$ cat config.mk
export PLATFORM = sky130hd
export DESIGN_NAME = uart_tx_arbiter
export DESIGN_NICKNAME = d
export VERILOG_FILES = /design/src/rtl/uart_tx_arbiter_pkg.sv /design/src/rtl/uart_tx_arbiter_fifo.sv /design/src/rtl/uart_tx_arbiter.sv
export SDC_FILE = /design/constraint.sdc
export NUM_CORES = 1
export LEC_CHECK = 0
export CAP_MARGIN = 10
export CORE_UTILIZATION = 55
export DETAILED_ROUTE_END_ITERATION = 7
export PLACE_DENSITY = 0.78
export RECOVER_POWER = 25
export SLEW_MARGIN = 10
export SYNTH_ARGS = -nofsm -noshare
export SYNTH_HDL_FRONTEND = slang
export SYNTH_HIERARCHICAL = 1
export SYNTH_SLANG_ARGS = --single-unit
$ cat constraint.sdc
create_clock -name clk -period 4.52 [get_ports clk]
set_input_delay 1.356 -clock clk [delete_from_list [all_inputs] [get_ports clk]]
set_output_delay 1.356 -clock clk [all_outputs]
set_load 0.05 [all_outputs]
$ cat src/rtl/uart_tx_arbiter_pkg.sv
// Shared definitions for the two-source UART transmit arbiter.
package uart_tx_arbiter_pkg;

  localparam int DATA_W = 8;
  localparam int DROP_W = 8;

  typedef enum logic [1:0] {
    ST_IDLE      = 2'd0,
    ST_ISSUE     = 2'd1,
    ST_WAIT_BUSY = 2'd2,
    ST_WAIT_RDY  = 2'd3
  } state_e;

  typedef enum logic {
    SRC_A = 1'b0,
    SRC_B = 1'b1
  } src_e;

  // Increment that sticks at all-ones instead of wrapping.
  function automatic logic [DROP_W-1:0] sat_inc(input logic [DROP_W-1:0] v);
    return (v == '1) ? v : v + DROP_W'(1);
  endfunction

endpackage

$ cat src/rtl/uart_tx_arbiter_fifo.sv
// Small show-ahead byte FIFO: head byte is always visible on dout, level
// counter provides full/empty, flush clears pointers and level.
module byte_fifo
  import uart_tx_arbiter_pkg::*;
#(
  parameter  int DEPTH = 4,
  localparam int PTR_W = $clog2(DEPTH),
  localparam int LVL_W = $clog2(DEPTH + 1)
) (
  input  logic              clk,
  input  logic              rst,
  input  logic              push,
  input  logic [DATA_W-1:0] din,
  input  logic              pop,
  input  logic              flush,
  output logic [DATA_W-1:0] dout,
  output logic [LVL_W-1:0]  level,
  output logic              full,
  output logic              empty
);

  logic [DATA_W-1:0] mem_q [DEPTH];
  logic [PTR_W-1:0]  wr_ptr_q, wr_ptr_d;
  logic [PTR_W-1:0]  rd_ptr_q, rd_ptr_d;
  logic [LVL_W-1:0]  level_q, level_d;
  logic              do_push;
  logic              do_pop;

  // Fullness is taken from the registered level, i.e. before any same-cycle pop.
  assign full    = (level_q == LVL_W'(DEPTH));
  assign empty   = (level_q == '0);
  assign do_push = push && !full && !flush;
  assign do_pop  = pop && !empty && !flush;
  assign dout    = mem_q[rd_ptr_q];
  assign level   = level_q;

  // Pointer and level next-state; flush wins over any push or pop.
  always_comb begin
    wr_ptr_d = wr_ptr_q;
    rd_ptr_d = rd_ptr_q;
    level_d  = level_q;
    if (flush) begin
      wr_ptr_d = '0;
      rd_ptr_d = '0;
      level_d  = '0;
    end else begin
      if (do_push) wr_ptr_d = wr_ptr_q + PTR_W'(1);
      if (do_pop)  rd_ptr_d = rd_ptr_q + PTR_W'(1);
      level_d = level_q + LVL_W'(do_push) - LVL_W'(do_pop);
    end
  end

  // Pointer and level registers.
  always_ff @(posedge clk or negedge rst) begin
    if (!rst) begin
      wr_ptr_q <= '0;
      rd_ptr_q <= '0;
      level_q  <= '0;
    end else begin
      wr_ptr_q <= wr_ptr_d;
      rd_ptr_q <= rd_ptr_d;
      level_q  <= level_d;
    end
  end

  // Storage array; contents need no reset since the pointers define validity.
  always_ff @(posedge clk) begin
    if (do_push) mem_q[wr_ptr_q] <= din;
  end

endmodule

$ cat src/rtl/uart_tx_arbiter.sv
// Shares one uart_tx between byte sources A and B: per-source FIFOs,
// strict-priority or round-robin grant, and an issue/handshake FSM that
// guarantees each byte is presented exactly once.
module uart_tx_arbiter
  import uart_tx_arbiter_pkg::*;
#(
  parameter  int DEPTH        = 4,
  parameter  int GUARD_CYCLES = 2,
  localparam int LVL_W        = $clog2(DEPTH + 1)
) (
  input  logic              clk,
  input  logic              rst,
  input  logic              a_valid,
  input  logic [DATA_W-1:0] a_data,
  input  logic              b_valid,
  input  logic [DATA_W-1:0] b_data,
  input  logic              prio_b,
  input  logic              flush,
  input  logic              tx_rdy,
  output logic              tx_en,
  output logic [DATA_W-1:0] tx_data,
  output logic              tx_src,
  output logic [LVL_W-1:0]  a_level,
  output logic [LVL_W-1:0]  b_level,
  output logic [DROP_W-1:0] a_drops,
  output logic [DROP_W-1:0] b_drops
);

  localparam int GC_W = $clog2(GUARD_CYCLES + 1);

  state_e            state_q, state_d;
  logic [GC_W-1:0]   guard_q, guard_d;
  logic              tx_en_q, tx_en_d;
  logic [DATA_W-1:0] tx_data_q, tx_data_d;
  src_e              tx_src_q, tx_src_d;
  src_e              last_q, last_d;
  logic [DROP_W-1:0] a_drops_q, a_drops_d;
  logic [DROP_W-1:0] b_drops_q, b_drops_d;

  logic [DATA_W-1:0] a_head, b_head;
  logic              a_full, a_empty, b_full, b_empty;
  logic              pop_a, pop_b;
  logic              grant_b;

  byte_fifo #(.DEPTH(DEPTH)) u_fifo_a (
    .clk   (clk),
    .rst   (rst),
    .push  (a_valid),
    .din   (a_data),
    .pop   (pop_a),
    .flush (flush),
    .dout  (a_head),
    .level (a_level),
    .full  (a_full),
    .empty (a_empty)
  );

  byte_fifo #(.DEPTH(DEPTH)) u_fifo_b (
    .clk   (clk),
    .rst   (rst),
    .push  (b_valid),
    .din   (b_data),
    .pop   (pop_b),
    .flush (flush),
    .dout  (b_head),
    .level (b_level),
    .full  (b_full),
    .empty (b_empty)
  );

  // Pick the winner assuming at least one FIFO holds data: a lone source wins,
  // otherwise prio_b forces B, else the source that did not win last time.
  always_comb begin
    grant_b = 1'b0;
    if (a_empty)           grant_b = 1'b1;
    else if (b_empty)      grant_b = 1'b0;
    else if (prio_b)       grant_b = 1'b1;
    else                   grant_b = (last_q == SRC_A);
  end

  // Drop counters only see pushes refused for fullness; flushed pushes are not drops.
  always_comb begin
    a_drops_d = a_drops_q;
    b_drops_d = b_drops_q;
    if (a_valid && a_full && !flush) a_drops_d = sat_inc(a_drops_q);
    if (b_valid && b_full && !flush) b_drops_d = sat_inc(b_drops_q);
  end

  // Issue FSM: grant and pop in IDLE, strobe in ISSUE, then wait for uart_tx
  // to go busy (or the guard to expire) and come back ready.
  always_comb begin
    state_d   = state_q;
    guard_d   = guard_q;
    tx_en_d   = 1'b0;
    tx_data_d = tx_data_q;
    tx_src_d  = tx_src_q;
    last_d    = last_q;
    pop_a     = 1'b0;
    pop_b     = 1'b0;
    case (state_q)
      ST_IDLE: begin
        if (tx_rdy && !flush && (!a_empty || !b_empty)) begin
          pop_a     = !grant_b;
          pop_b     = grant_b;
          tx_data_d = grant_b ? b_head : a_head;
          tx_src_d  = grant_b ? SRC_B : SRC_A;
          last_d    = grant_b ? SRC_B : SRC_A;
          tx_en_d   = 1'b1;
          state_d   = ST_ISSUE;
        end
      end
      ST_ISSUE: begin
        guard_d = GC_W'(GUARD_CYCLES);
        state_d = ST_WAIT_BUSY;
      end
      ST_WAIT_BUSY: begin
        if (!tx_rdy) begin
          state_d = ST_WAIT_RDY;
        end else if (guard_q <= GC_W'(1)) begin
          state_d = ST_IDLE;
        end else begin
          guard_d = guard_q - GC_W'(1);
        end
      end
      ST_WAIT_RDY: begin
        if (tx_rdy) state_d = ST_IDLE;
      end
      default: state_d = ST_IDLE;
    endcase
  end

  // State and output registers; last grant resets to B so A wins the first tie.
  always_ff @(posedge clk or negedge rst) begin
    if (!rst) begin
      state_q   <= ST_IDLE;
      guard_q   <= '0;
      tx_en_q   <= 1'b0;
      tx_data_q <= '0;
      tx_src_q  <= SRC_A;
      last_q    <= SRC_B;
      a_drops_q <= '0;
      b_drops_q <= '0;
    end else begin
      state_q   <= state_d;
      guard_q   <= guard_d;
      tx_en_q   <= tx_en_d;
      tx_data_q <= tx_data_d;
      tx_src_q  <= tx_src_d;
      last_q    <= last_d;
      a_drops_q <= a_drops_d;
      b_drops_q <= b_drops_d;
    end
  end

  assign tx_en   = tx_en_q;
  assign tx_data = tx_data_q;
  assign tx_src  = tx_src_q;
  assign a_drops = a_drops_q;
  assign b_drops = b_drops_q;

endmodule

## Word-level counts from Yosys, hierarchy flattened

Memories as Yosys holds them, arrays and structs flattened.
Cells that the tools add are included.

| word-level totals | value |
|---|---|
| flip-flop bits (word level) | 45 |
| RAM bits | 64 |
| input bits | 23 |
| output and inout port bits | 32 |
| memories | 2 |

Memory list:

| name | depth | width | read ports | clocked after memory_dff | write ports | line | RTL |
|---|---|---|---|---|---|---|---|
| u_fifo_a.mem_q | 4 | 8 | 1 | 0 | 1 | uart_tx_arbiter_fifo.sv:22 | `logic [DATA_W-1:0] mem_q [DEPTH];` |
| u_fifo_b.mem_q | 4 | 8 | 1 | 0 | 1 | uart_tx_arbiter_fifo.sv:22 |  |

| operators by class | value |
|---|---|
| add/subtract/negate cells | 11 |
| $lt $le $gt $ge | 1 |
| equal/unequal tests | 12 |
| mux-type cells | 33 |
| bitwise operators | 3 |
| reduce and logical (&&, ||, !) cells | 34 |

Operators with widths:

| cell | count |
|---|---|
| $mux 2 | 14 |
| $add 8x1->8 const B | 2 |
| $eq 8x8->1 const B | 2 |
| $logic_and 1x1->1 | 14 |
| $mux 1 | 14 |
| $reduce_bool 2->1 | 5 |
| $add 2x1->2 const B | 4 |
| $mux 8 | 1 |
| $ne 2x2->1 const B | 4 |
| $pmux 2 s4 | 1 |
| $add 3x1->3 | 2 |
| $eq 3x3->1 const B | 2 |
| $logic_not 1->1 | 6 |
| $logic_not 3->1 | 2 |
| $mux 3 | 2 |
| $reduce_and 2->1 | 3 |
| $reduce_and 3->1 | 2 |
| $sub 3x1->3 | 2 |
| $eq 2x2->1 const B | 2 |
| $pmux 2 s2 | 1 |
| $ne 3x3->1 const B | 1 |
| $not 1->1 | 3 |
| $eq 2x1->1 const B | 1 |
| $le 2x1->1 const B | 1 |
| 3 further kinds | 3 |

## Depth between registers and ports, before layout

| logic depth | value |
|---|---|
| depth in word-level cells | 11 |
| depth in mapped cells | 14 |
| mapped depth without buffers | 13 |

## Hierarchy

Netlist, hierarchy kept.

By module, submodules not included:

| module | instances | cells an instance | area an instance (um2) | seq. area each (um2) |
|---|---|---|---|---|
| byte_fifo | 2 | 89 | 1626.6 | 1136.1 |
| uart_tx_arbiter | 1 | 141 | 1567.8 | 777.0 |

## Least setup slack after synthesis

OpenSTA, ideal clock, no wires.

| timing path | value |
|---|---|
| path kind | input -> register |
| start | input prio_b |
| end | register u_fifo_a.level_q[2] (netlist: u_fifo_a/level[2]) |
| setup time | 0.132 ns |
| arrival | 3.273 ns |
| setup slack | 1.115 ns |
| stages on the path | 13 |
| path buffers | 1 |
| cell sequence | nand2b_1 > a21oi_1 > buf_2 > and2_1 > o31ai_1 > nor2_1 > ha_1 > inv_1 > ha_1 > inv_1 > fa_1 > xnor2_1 > nor2_1 |

| on the way | value |
|---|---|
| word-level cells in the longest chain between the ends | 10 |

RTL lines:

| item | line | RTL |
|---|---|---|
| start: declaration | uart_tx_arbiter.sv:17 | `input logic prio_b,` |
| $mux 1 | uart_tx_arbiter.sv:77 | `else if (prio_b) grant_b = 1'b1;` |
| $mux 1 | uart_tx_arbiter.sv:76 | `else if (b_empty) grant_b = 1'b0;` |
| $mux 1 | uart_tx_arbiter.sv:75 | `if (a_empty) grant_b = 1'b1;` |
| $logic_not 1->1 | uart_tx_arbiter.sv:103 | `pop_a = !grant_b;` |
| $mux 1 | uart_tx_arbiter.sv:102 | `if (tx_rdy && !flush && (!a_empty \|\| !b_empty)) begin` |
| $mux 1 | uart_tx_arbiter.sv:100 | `case (state_q)` |
| net pop_a | uart_tx_arbiter.sv:42 | `logic pop_a, pop_b;` |
| $logic_and 1x1->1 (2 in series) | uart_tx_arbiter_fifo.sv:33 | `assign do_pop = pop && !empty && !flush;` |
| $sub 3x1->3 | uart_tx_arbiter_fifo.sv:49 | `level_d = level_q + LVL_W'(do_push) - LVL_W'(do_pop);` |
| $mux 3 | uart_tx_arbiter_fifo.sv:42 | `if (flush) begin` |
| net u_fifo_a.level_d[2] | uart_tx_arbiter_fifo.sv:25 | `logic [LVL_W-1:0] level_q, level_d;` |
| end signal: assignment | uart_tx_arbiter_fifo.sv:62 | `level_q <= level_d;` |
| end: declaration | uart_tx_arbiter_fifo.sv:25 |  |

The timed path passes the listed nets, and every way through them passes these cells.
A chain may end at the register's enable or synchronous reset.

## Worst setup path in the final report

| timing path | value |
|---|---|
| start | input tx_rdy |
| end | register u_fifo_a.level_q[2] (netlist: u_fifo_a/level[2]) |

| on the way | value |
|---|---|
| word-level cells in the longest chain between the ends | 8 |

RTL lines:

| item | line | RTL |
|---|---|---|
| start: declaration | uart_tx_arbiter.sv:19 | `input logic tx_rdy,` |
| $logic_and 1x1->1 (2 in series) | uart_tx_arbiter.sv:102 |  |
| $mux 1 | uart_tx_arbiter.sv:102 |  |
| $mux 1 | uart_tx_arbiter.sv:100 |  |
| net pop_a | uart_tx_arbiter.sv:42 |  |
| $logic_and 1x1->1 (2 in series) | uart_tx_arbiter_fifo.sv:33 |  |
| $sub 3x1->3 | uart_tx_arbiter_fifo.sv:49 |  |
| $mux 3 | uart_tx_arbiter_fifo.sv:42 |  |
| net u_fifo_a.level_d[2] | uart_tx_arbiter_fifo.sv:25 |  |

The timed path passes the listed nets, and every way through them passes these cells.

==> impl_metrics.py <==
metrics = {
    "yosys": {
        "synth_most_common_cell": "edfxtp_1",
        "synth_warnings": 6,
        "synthTopCellsByArea": "edfxtp_1, dfrtp_1, mux4_2, ha_1, nor2_1",
        "synth-seq-cells": 109,
        "syn_area_um2": 4820,
        "synth_edf_count": 64,
        "ys_top_cells_by_count": "edfxtp_1, dfrtp_1, nor2_1",
        "synth_nets": 359,
        "yosysTopAreaCell": "edfxtp_1",
        "synthDistinctLibCells": 47,
        "synth-seq-area-share": 0.632,
        "syn_inst": 319,
        "synth_flop_cell": "edfxtp_1",
        "synth_top_area_frac": 0.399,
        "synth_area_per_cell_um2": 15.1,
        "synthArstFlopShare": 0.413,
    },
    "clock_tree": {
        "postCtsHoldBufs": 0,
        "htreeDepth": 3,
        "cts_sinks": 109,
        "cts_max_path_buffers": 2,
        "path_clk_slew_ns": 0.10,
        "clk_latency_ns": 0.37,
        "cts_tree": "done",
        "cts_root_buf": "clkbuf_8",
        "ctsResizeCount": 0,
        "cts_made_buffers": 9,
        "post_cts_buffers": 0,
    },
    "worst_setup_path": {
        "reg2reg_from": "u_fifo_b/level[1]",
        "cp-end-kind": "flip-flop",
        "startpoint": "tx_rdy",
        "startpoint_type": "input pin",
        "arrival_ns": 3.94,
        "worstPathRequired_ns": 4.78,
        "critPathKind": "in2reg",
        "critPathMaxFanout": 6,
    },
    "routing": {
        "vias_per_cell": 5.51,
        "routed_wl_um": 8040,
        "num_vias": 2690,
        "drtPass1Iterations": 4,
        "ant_nets": 0,
        "drt_iter0_drc": 92,
        "routedWlPerCell_um": 16.5,
        "remaining_drc_errors": 0,
    },
    "sta": {
        "timing.final.ws_setup_ns": 0.837,
        "drv_slew": 0,
        "holdWs_ns": 0.508,
        "rsz0062_at_grt": "false",
        "setup_tns_ns": 0,
        "finClkSkew_ns": 0.00839,
        "slew_headroom": 0.330,
        "min_period_ns": 3.68,
        "hold_viol_final": 0,
        "setup_violations": 0,
        "fin_crit_sh": 0.815,
        "worstMarginPinSlew_ns": 1.01,
        "timing.fmax_ghz": 0.272,
    },
    "floorplanning": {
        "ioPinCount": 55,
        "dieArea_um2": 9140,
        "core.rowCount": 33,
        "die_h_um": 95.6,
        "core_area_um2": 8340,
        "die_w_um": 95.6,
        "initial_utilization": 0.578,
    },
    "placed_design": {
        "place_ws_ns": 0.444,
        "dp_hpwl_um": 5570,
        "gp_congestion": 0.728,
        "io_buffers": 54,
    },
    "power": {
        "peakVddDrop_mv": 0.389,
        "power.leakage_uw": 0.00214,
        "powerDensity_nw_per_um2": 436,
    },
    "final_layout": {
        "diodes": 0,
        "drive_gt1_frac": 0.164,
        "nNetsFinal": 418,
        "nFillCells": 586,
        "area_growth_pct": 16.8,
    },
    "hold_path": {
        "hold_path.class": "reg2reg",
        "min_from": "last_q",
    },
    "status": {
        "outcome": "complete, no violations",
    },
    "grt": {
        "grt_overflow": 0,
        "antenna_found_initial": 0,
        "grt_max_degree": 46,
        "track_usage": 0.197,
        "first_global_vias": 2704,
        "grt_pass1_wl_um": 13000,
    },
    "flow_run": {
        "max_cap_viol_count": 0,
    },
}
[per-stage QoR]
| step | std cells | power, uW | util | area [um2] |
|---|---|---|---|---|
| after floorplan | 319 | 1720 | - | 4820 |
| after detailed placement | 472 | 1950 | 0.654 | 5450 |
| final | 488 | 2460 | 0.675 | 5630 |
| after global placement | 472 | 1930 | 0.654 | 5450 |
| after CTS | 488 | 2490 | 0.675 | 5630 |
| after global routing | 488 | 2580 | 0.675 | 5630 |
[state kept, by name, summed over array words and instances (netlist names)]
register and flops:
u_fifo_a/wr_ptr_q 2, tx_src 1, u_fifo_b/level 3, state_q 2
tx_data 8, u_fifo_b/rd_ptr_q 2, guard_q 2, u_fifo_b/mem_q 32
last_q 1, b_drops 8, u_fifo_a/level 3, tx_en 1
a_drops 8, u_fifo_a/mem_q 32, u_fifo_a/rd_ptr_q 2, u_fifo_b/wr_ptr_q 2
[worst max-delay path, cell delays in order]
cell and delay (ns):
clkdlybuf4s50_1 0.57, nand2b_4 0.08, a2111oi_4 0.40, and2_1 0.26
o31ai_1 0.11, nor2_1 0.11, ha_1 0.23, inv_1 0.06
ha_1 0.14, inv_1 0.05, fa_1 0.37, xnor2_1 0.16
nor2_1 0.05
[logic make-up (layout without fill, tap and decap cells)]
| family | after synthesis | in the layout | synth area share |
|---|---|---|---|
| flip-flops | 109 | 109 | 0.632 |
| AND/OR/NAND/NOR | 85 | 85 | 0.104 |
| AO/OA/AOI/OAI | 39 | 39 | 0.0602 |
| multiplexers | 31 | 31 | 0.107 |
| buffers and inverters | 24 | 88 | 0.0236 |
| adder cells (fa/ha/maj) | 17 | 17 | 0.0472 |
| XOR/XNOR | 14 | 14 | 0.0254 |
[per-layer routing]
layer,global-route usage,vias to the layer above,share of wire
met4,0.0759,0,0.014
met5,0,-,0
met2,0.311,55,0.49
met1,0.263,1339,0.46
met3,0.0494,8,0.044
li1,-,1288,-
[layout by cell type (no fill, tap or decap), drive strengths merged, types with 2 or more instances in the layout]
cell type | netlist | final
o311ai | 3 | 3
o21bai | 2 | 2
xor2 | 8 | 8
o31ai | 3 | 3
and3 | 3 | 3
dlygate4sd3 | 0 | 16
dfrtp | 44 | 44
a21oi | 19 | 19
nor3 | 7 | 7
nor2b | 5 | 5
nor4 | 2 | 2
nand2b | 6 | 6
nand3 | 5 | 5
mux4 | 16 | 16
xnor2 | 6 | 6
fa | 2 | 2
clkinv | 1 | 3
inv | 14 | 17
clkinvlp | 0 | 2
o21ai | 6 | 6
edfxtp | 64 | 64
nor3b | 2 | 2
mux2i | 10 | 10
ha | 15 | 15
and2 | 9 | 9
nand2 | 9 | 9
mux2 | 5 | 5
clkbuf | 4 | 9
or3 | 2 | 2
buf | 5 | 4
nor2 | 31 | 31
clkdlybuf4s50 | 0 | 37
a31oi | 3 | 3
[power by group]
part           internal, uW  switching (uW)  total (uW)
combinational           248             414         662
sequential             1170            89.6        1260
clock                   207             334         541
[final timing paths]
check	to	slack [ns]	depth (start not counted)
worst max-delay path	u_fifo_a/level[2]	0.84	13
worst min-delay path	last_q	0.51	2
worst max register to register	u_fifo_a/level[2]	1.57	14
worst min register to register	last_q	0.51	2
max in group asynchronous	tx_en	2.75	1
min in group asynchronous	tx_data[2]	1.15	1
[cell type report]
class | instances | area (um2) | share of cell area
sequential | 109 | 3050 | 0.541
inverter | 15 | 56.3 | 0.0100
multi-input combinational | 186 | 1660 | 0.294
clock buffer | 9 | 124 | 0.0220
timing repair buffer | 57 | 558 | 0.0991
tap | 105 | 131 | 0.0233
clock inverter | 7 | 56.3 | 0.0100
(Power assumes the default switching activity.)
